--- src/rtl/fetch_pkg.sv ---
// Shared types and constants for the instruction fetch stage.
package fetch_pkg;

  localparam int unsigned TEXT_BITS = 16;

  localparam logic [31:0] FETCH_STEP = 32'd4;

  typedef struct packed {
    logic [31:0] pc;
    logic [31:0] inst;
  } fetch_entry_t;

endpackage

--- src/rtl/fetch_fifo.sv ---
// Small pointer/count FIFO with synchronous write, fall-through head read and flush.
module fetch_fifo #(
  parameter int unsigned DEPTH   = 4,
  parameter type         entry_t = logic [63:0]
) (
  input  logic                     clock,
  input  logic                     reset,
  input  logic                     flush,
  input  logic                     push,
  input  entry_t                   push_data,
  input  logic                     pop,
  output entry_t                   head,
  output logic [$clog2(DEPTH):0]   count
);

  localparam int unsigned PTR_W = $clog2(DEPTH);
  localparam int unsigned CNT_W = PTR_W + 1;

  entry_t           mem [DEPTH];
  logic [PTR_W-1:0] rd_ptr;
  logic [PTR_W-1:0] wr_ptr;

  // Storage is cleared on reset so an empty head reads as all zeros.
  always_ff @(posedge clock or posedge reset) begin
    if (reset) begin
      rd_ptr <= '0;
      wr_ptr <= '0;
      count  <= '0;
      mem    <= '{default: '0};
    end else if (flush) begin
      rd_ptr <= '0;
      wr_ptr <= '0;
      count  <= '0;
    end else begin
      if (push) begin
        mem[wr_ptr] <= push_data;
        wr_ptr      <= wr_ptr + PTR_W'(1);
      end
      if (pop) begin
        rd_ptr <= rd_ptr + PTR_W'(1);
      end
      case ({push, pop})
        2'b10:   count <= count + CNT_W'(1);
        2'b01:   count <= count - CNT_W'(1);
        default: count <= count;
      endcase
    end
  end

  assign head = mem[rd_ptr];

endmodule

--- src/rtl/instruction_fetch_buffer.sv ---
// Fetch stage: sequential PC drives text memory, words are queued as {pc, inst}
// and handed to decode over valid/ready; a redirect reloads the PC and flushes.
module instruction_fetch_buffer
  import fetch_pkg::*;
#(
  parameter int unsigned DEPTH    = 4,
  parameter logic [31:0] RESET_PC = 32'h0040_0000
) (
  input  logic                 clock,
  input  logic                 reset,
  output logic [TEXT_BITS-3:0] text_address,
  input  logic [31:0]          text_q,
  input  logic                 redirect_valid,
  input  logic [31:0]          redirect_pc,
  output logic                 out_valid,
  input  logic                 out_ready,
  output logic [31:0]          out_pc,
  output logic [31:0]          out_inst
);

  localparam int unsigned CNT_W = $clog2(DEPTH) + 1;

  logic [31:0]      fetch_pc;
  logic [31:0]      redirect_target;
  logic [CNT_W-1:0] count;
  logic             full;
  logic             enq;
  logic             deq;
  fetch_entry_t     push_data;
  fetch_entry_t     head;

  assign redirect_target = redirect_pc & ~32'h3;

  // Redirect masks the head and blocks both FIFO ports for its cycle.
  assign full      = (count == CNT_W'(DEPTH));
  assign out_valid = (count != '0) & ~redirect_valid;
  assign deq       = out_valid & out_ready;
  assign enq       = ~redirect_valid & (~full | deq);

  assign push_data.pc   = fetch_pc;
  assign push_data.inst = text_q;

  always_ff @(posedge clock or posedge reset) begin
    if (reset) begin
      fetch_pc <= RESET_PC;
    end else if (redirect_valid) begin
      fetch_pc <= redirect_target;
    end else if (enq) begin
      fetch_pc <= fetch_pc + FETCH_STEP;
    end
  end

  assign text_address = fetch_pc[TEXT_BITS-1:2];

  fetch_fifo #(
    .DEPTH   (DEPTH),
    .entry_t (fetch_entry_t)
  ) u_fifo (
    .clock     (clock),
    .reset     (reset),
    .flush     (redirect_valid),
    .push      (enq),
    .push_data (push_data),
    .pop       (deq),
    .head      (head),
    .count     (count)
  );

  assign out_pc   = head.pc;
  assign out_inst = head.inst;

endmodule

--- config.mk ---
export PLATFORM = sky130hd
export DESIGN_NAME = instruction_fetch_buffer
export DESIGN_NICKNAME = d
export VERILOG_FILES = /design/src/rtl/fetch_pkg.sv /design/src/rtl/fetch_fifo.sv /design/src/rtl/instruction_fetch_buffer.sv
export SDC_FILE = /design/constraint.sdc
export NUM_CORES = 1
export LEC_CHECK = 0
export CAP_MARGIN = 30
export CORE_MARGIN = 2
export CORE_UTILIZATION = 59
export CTS_BUF_LIST = sky130_fd_sc_hd__clkbuf_8
export DETAILED_ROUTE_END_ITERATION = 16
export GPL_TIMING_DRIVEN = 1
export PLACE_DENSITY = 0.81
export RECOVER_POWER = 25
export SYNTH_ARGS = -nofsm -noshare
export SYNTH_HDL_FRONTEND = slang
export SYNTH_HIERARCHICAL = 1
export SYNTH_SLANG_ARGS = --single-unit
--- constraint.sdc ---
create_clock -name clock -period 13.12 [get_ports clock]
set_clock_uncertainty 0.05 [all_clocks]
set_input_delay 3.936 -clock clock [delete_from_list [all_inputs] [get_ports clock]]
set_output_delay 3.936 -clock clock [all_outputs]
set_load 0.05 [all_outputs]
# After elaboration in Yosys (flattened, before gate mapping)
# Index checks and enable logic that the tools add are counted.
totals:
  register_bits: 295
  word_cells: 51
classes:
  bitwise: 8
  magnitude_cmp: 3
  reduce_logical: 6
  mux: 14
  n_eq_ne: 3
  n_addsub: 5
op_table:
  columns: ["operator", "count"]
  rows:
  - ["256-bit bitwise mux", 1]
  - ["64-bit two-way mux", 3]
  - ["64-bit binary-select mux with 2-bit select", 1]
  - ["64-bit demux with 2-bit select", 1]
  - ["32-bit two-way mux", 2]
  - ["32-bit by 3-bit adder with 32-bit output, second input constant", 1]
  - ["2-bit two-way mux", 4]
  - ["3-bit >= comparator, second input constant", 2]
  - ["2-bit NOT with 3-bit output", 2]
  - ["3-bit case mux with 2 select lines", 1]
  - ["3-bit nonzero test", 2]
  - ["2-bit by 1-bit adder with 2-bit output, second input constant", 2]
  - ["2-bit nonzero test", 2]
  - ["3-bit by 1-bit adder with 3-bit output, second input constant", 1]
  - ["1-bit bitwise AND", 3]
  - ["3-bit equality test, second input constant", 1]
  - ["3-bit by 1-bit < comparator with 1-bit output, second input constant", 1]
  - ["3-bit two-way mux", 1]
  - ["3-bit by 1-bit subtractor with 3-bit output, second input constant", 1]
  - ["2-bit by 1-bit equality test with 1-bit output, second input constant", 1]
  - ["2-bit equality test, second input constant", 1]
  - ["1-bit NOT", 2]
  - ["2-bit AND reduction", 1]
  - ["1-bit logical AND", 1]
  - ["1-bit OR", 1]

# Depth between registers and ports, before layout
depth:
  depth_word: 8
  ltp_mapped: 10
  ltp_nobuf: 8

# Hierarchy
# Netlist, hierarchy kept.
by_module_without_submodules:
  columns: ["mod", "area_each_um2", "seq_area_each_um2", "cells_per_inst", "instances"]
  rows:
  - ["fetch_fifo", 12494.5, 6581.3, 657, 1]
  - ["instruction_fetch_buffer", 2144.6, 752.0, 253, 1]

# Worst setup path before layout
# OpenSTA, ideal clock, no wires.
synth_timing:
  path_type: "input to output"
  from: "input port redirect_valid"
  to: "output port out_valid"
  stages: 3
  path_buffers: 2
  arrival_ns: 4.958
  path_slack_ns: 4.176
  required_time_ns: 9.134
  cell_sequence: "buf_2 > clkbuf_1 > nor2_1"
synth_via:
  elab_chain_cells: 2
synth_lines:
  columns: ["element", "line_no", "text"]
  rows:
  - ["from (decl)", "instruction_fetch_buffer.sv:13", "input logic redirect_valid,"]
  - ["1-bit NOT (no line)", null, null]
  - ["1-bit bitwise AND", "instruction_fetch_buffer.sv:36", "assign out_valid = (count != '0) & ~redirect_valid;"]
  - ["to (decl)", "instruction_fetch_buffer.sv:15", "output logic out_valid,"]
# No other way between the ends.

# Final worst setup path
# Ends and elaborated chain as after synthesis.

==> metrics <==
Design Power=3.545 mW; CTS Buffer Depth=3; Setup-failing EPs final=0; Root Driver=clkbuf_8; # placed instances=1322; share of cells above drive strength 1=38.31%; routed len/inst=21.46 um; cell taking the most area after synthesis=dfrtp_1; placement row count=57; PwrDens=209.1 nW/um^2; Nets=1123; dpl cell area=16030 um^2; CP max FO=62; Post-synth top flop=dfrtp_1; GPL Wtd Cong=0.8163; R2R depth=5; TNS Setup=0 ps; total clock buffers created by CTS=49; HP Class=reg -> reg; ANT cells=0; reg2reg start=u_fifo/count[2]; Yosys Warn Count=6; core footprint=24320 um^2; pin slew with the least headroom to its limit=4641 ps; critical path endpoint category=output port; post-synth cell types=62; Die H=161.5 um; first-pass GRT wire length=50470 um; Final Hold Fails=0; Synth Area per Inst=16.09 um^2; vias in the first global route=9220; CTS tree=yes; most common cell in the netlist=dfrtp_1; Post-CTS Setup Repair Bufs=0; hold_buf cts=0; Area Growth Syn to Fin=15.83%; Slew HR=-211.1%; H-tree levels=2; remaining antenna violation count=0; sequential area share after synthesis=50.09%; share of flip-flops with an asynchronous set or reset=100.0%; Final min period=10940 ps; share of the synthesized area in the top cell type=49.91%; total iterations of the first detailed-routing run=4; final slew viol count=237; slack of the worst reg-to-reg path=10030 ps; WP data required=9130 ps; detailed placement HPWL=17650 um; CP arrival=6960 ps; Initial Utilization=60.19%; number of fill cells=1595; Routed WL=30260 um; DR DRC count=0; vias=8343; initial antenna violation count=0; pre-CTS setup slack=3684 ps; die area=26090 um^2; top cells by area, synth=dfrtp_1, mux2_4, mux4_2, buf_6, mux2_2; global route overflow=0; startpoint type of the worst setup path=input port; post-route cell area=16960 um^2; WHS Endpoint=u_fifo/mem[60]; vias per cell=5.917; Critical R2R Capture=u_fifo/mem[83]; Max rail drop VDD=123.0 uV; failing checks=max-capacitance violations, max-slew violations; Post-synth EDFFs=0; I/O Pins=147; Global Route Usage Sum=24.26%; Post-synth top cells=dfrtp_1, mux2_4, mux4_2, nand2_1, nor2_1; Achievable Freq=0.09139 GHz; final std cells w/o fill=1410; cell area after synthesis=14640 um^2; Sinks on Clock Net=293; max-cap viol count=4; Worst-Skew Late Latency=560 ps; status=finished, violations left; port bufs=144; Iteration-0 DRC Markers=520; Gate Count Post-Synth=910; Final Cycle Share=83.40%; hold path startpoint=u_fifo/mem[60]; leakage=7.996 nW; chip width=161.5 um; critical path class=in -> out; Setup WS post-layout=2178 ps; RSZ-0062 raised after global routing=no; Resized cells post-CTS=0; Hold Path Stages=1; clock transition at the registers of the reported paths=60 ps; largest net degree at the start of global routing=109; #FFs+latches synth=293
-- report_power, final --
group | internal [mW] | switching [mW]
Sequential | 1.22 | 0.212
Combinational | 0.728 | 0.613
Clock | 0.411 | 0.357
Total | 2.36 | 1.18
-- sequential cells by signal (all words and copies together) (netlist names) --
signal / flops
u_fifo/wr_ptr: 2
u_fifo/mem: 256
fetch_pc: 30
u_fifo/count: 3
u_fifo/rd_ptr: 2
-- through the flow --
| step | hold WS [ps] | util [%] |
|---|---|---|
| after floorplan | 424.0 | - |
| after global placement | 431.8 | 65.81 |
| after detailed placement | 438.3 | 65.93 |
| after CTS | 452.0 | 69.80 |
| after global routing | 462.9 | 69.72 |
| final | 452.1 | 69.72 |
-- cell type report --
class                   count  area (um^2)  share of cell area (%)
clock buffers              60        825.8                   4.870
clock inverters            28        117.6                  0.6936
inverters                   9        35.03                  0.2066
multi-input cells         545         6734                   39.71
flip-flops and latches    293         7341                   43.29
well taps                 324        405.4                   2.391
repair buffers            151         1498                   8.833
-- how the worst max path moves through the flow --
stage | from | depth (start not counted) | endpoint
CTS | redirect_valid | 4 | out_valid
finish | redirect_valid | 4 | out_valid
floorplan | reset | 1 | u_fifo/count[0]
global route | redirect_valid | 4 | out_valid
global placement | redirect_valid | 4 | out_valid
detailed placement | redirect_valid | 4 | out_valid
-- cell families (layout without fill, tap and decap cells) --
family                   after synthesis  after routing  synth area share, %
XOR/XNOR                              11             11               0.6581
adder cells (fa/ha/maj)                6              6               0.5641
buffers and inverters                 79            248                4.068
AO/OA/AOI/OAI                         57             57                3.000
other                                  1              8              0.02562
AND/OR/NAND/NOR                      140            140                5.692
flip-flops                           293            293                50.09
multiplexers                         323            323                35.90
-- critical path, cell delays in order --
cell and delay [ps]:
buf_2 70, clkbuf_1 1760, nor2_1 320, clkdlybuf4s50_1 830
-- routing by layer --
| layer | share of wire (%) | vias to the layer above | GRT usage (%) | wire length [um] |
|---|---|---|---|---|
| li1 | - | 3648 | - | - |
| met1 | 45 | 4391 | 35.17 | 13690 |
| met2 | 47 | 263 | 38.05 | 14300 |
| met3 | 6.0 | 41 | 4.622 | 1821 |
| met4 | 1.5 | 0 | 6.615 | 449 |
| met5 | 0 | - | 0 | 0 |
-- layout by cell type (no fill, tap or decap), types with 3 or more instances in the layout --
| master | synthesis | final |
|---|---|---|
| a21oi_1 | 3 | 3 |
| a221o_1 | 4 | 4 |
| a31oi_1 | 8 | 8 |
| and3_1 | 3 | 3 |
| and4_1 | 4 | 4 |
| buf_4 | 21 | 3 |
| clkbuf_1 | 8 | 3 |
| clkbuf_8 | 0 | 60 |
| clkdlybuf4s50_1 | 0 | 142 |
| clkinv_2 | 0 | 7 |
| conb_1 | 1 | 8 |
| dfrtp_1 | 292 | 290 |
| ha_1 | 5 | 5 |
| inv_1 | 9 | 28 |
| mux2_2 | 16 | 16 |
| mux2_4 | 240 | 240 |
| mux2i_1 | 3 | 3 |
| mux4_2 | 64 | 64 |
| nand2_1 | 36 | 36 |
| nand2_8 | 4 | 4 |
| nand2b_1 | 2 | 3 |
| nand3_1 | 14 | 14 |
| nand4_1 | 9 | 9 |
| nor2_1 | 25 | 25 |
| nor2b_1 | 3 | 3 |
| nor3_1 | 10 | 10 |
| nor3b_1 | 3 | 3 |
| o211ai_1 | 5 | 5 |
| o21ai_0 | 12 | 12 |
| o311ai_0 | 10 | 10 |
| o31ai_1 | 3 | 3 |
| or2_2 | 6 | 6 |
| or4_1 | 3 | 3 |
| xnor2_1 | 5 | 5 |
| xor2_1 | 6 | 6 |
Note: power is estimated with default switching activity, not from simulation.
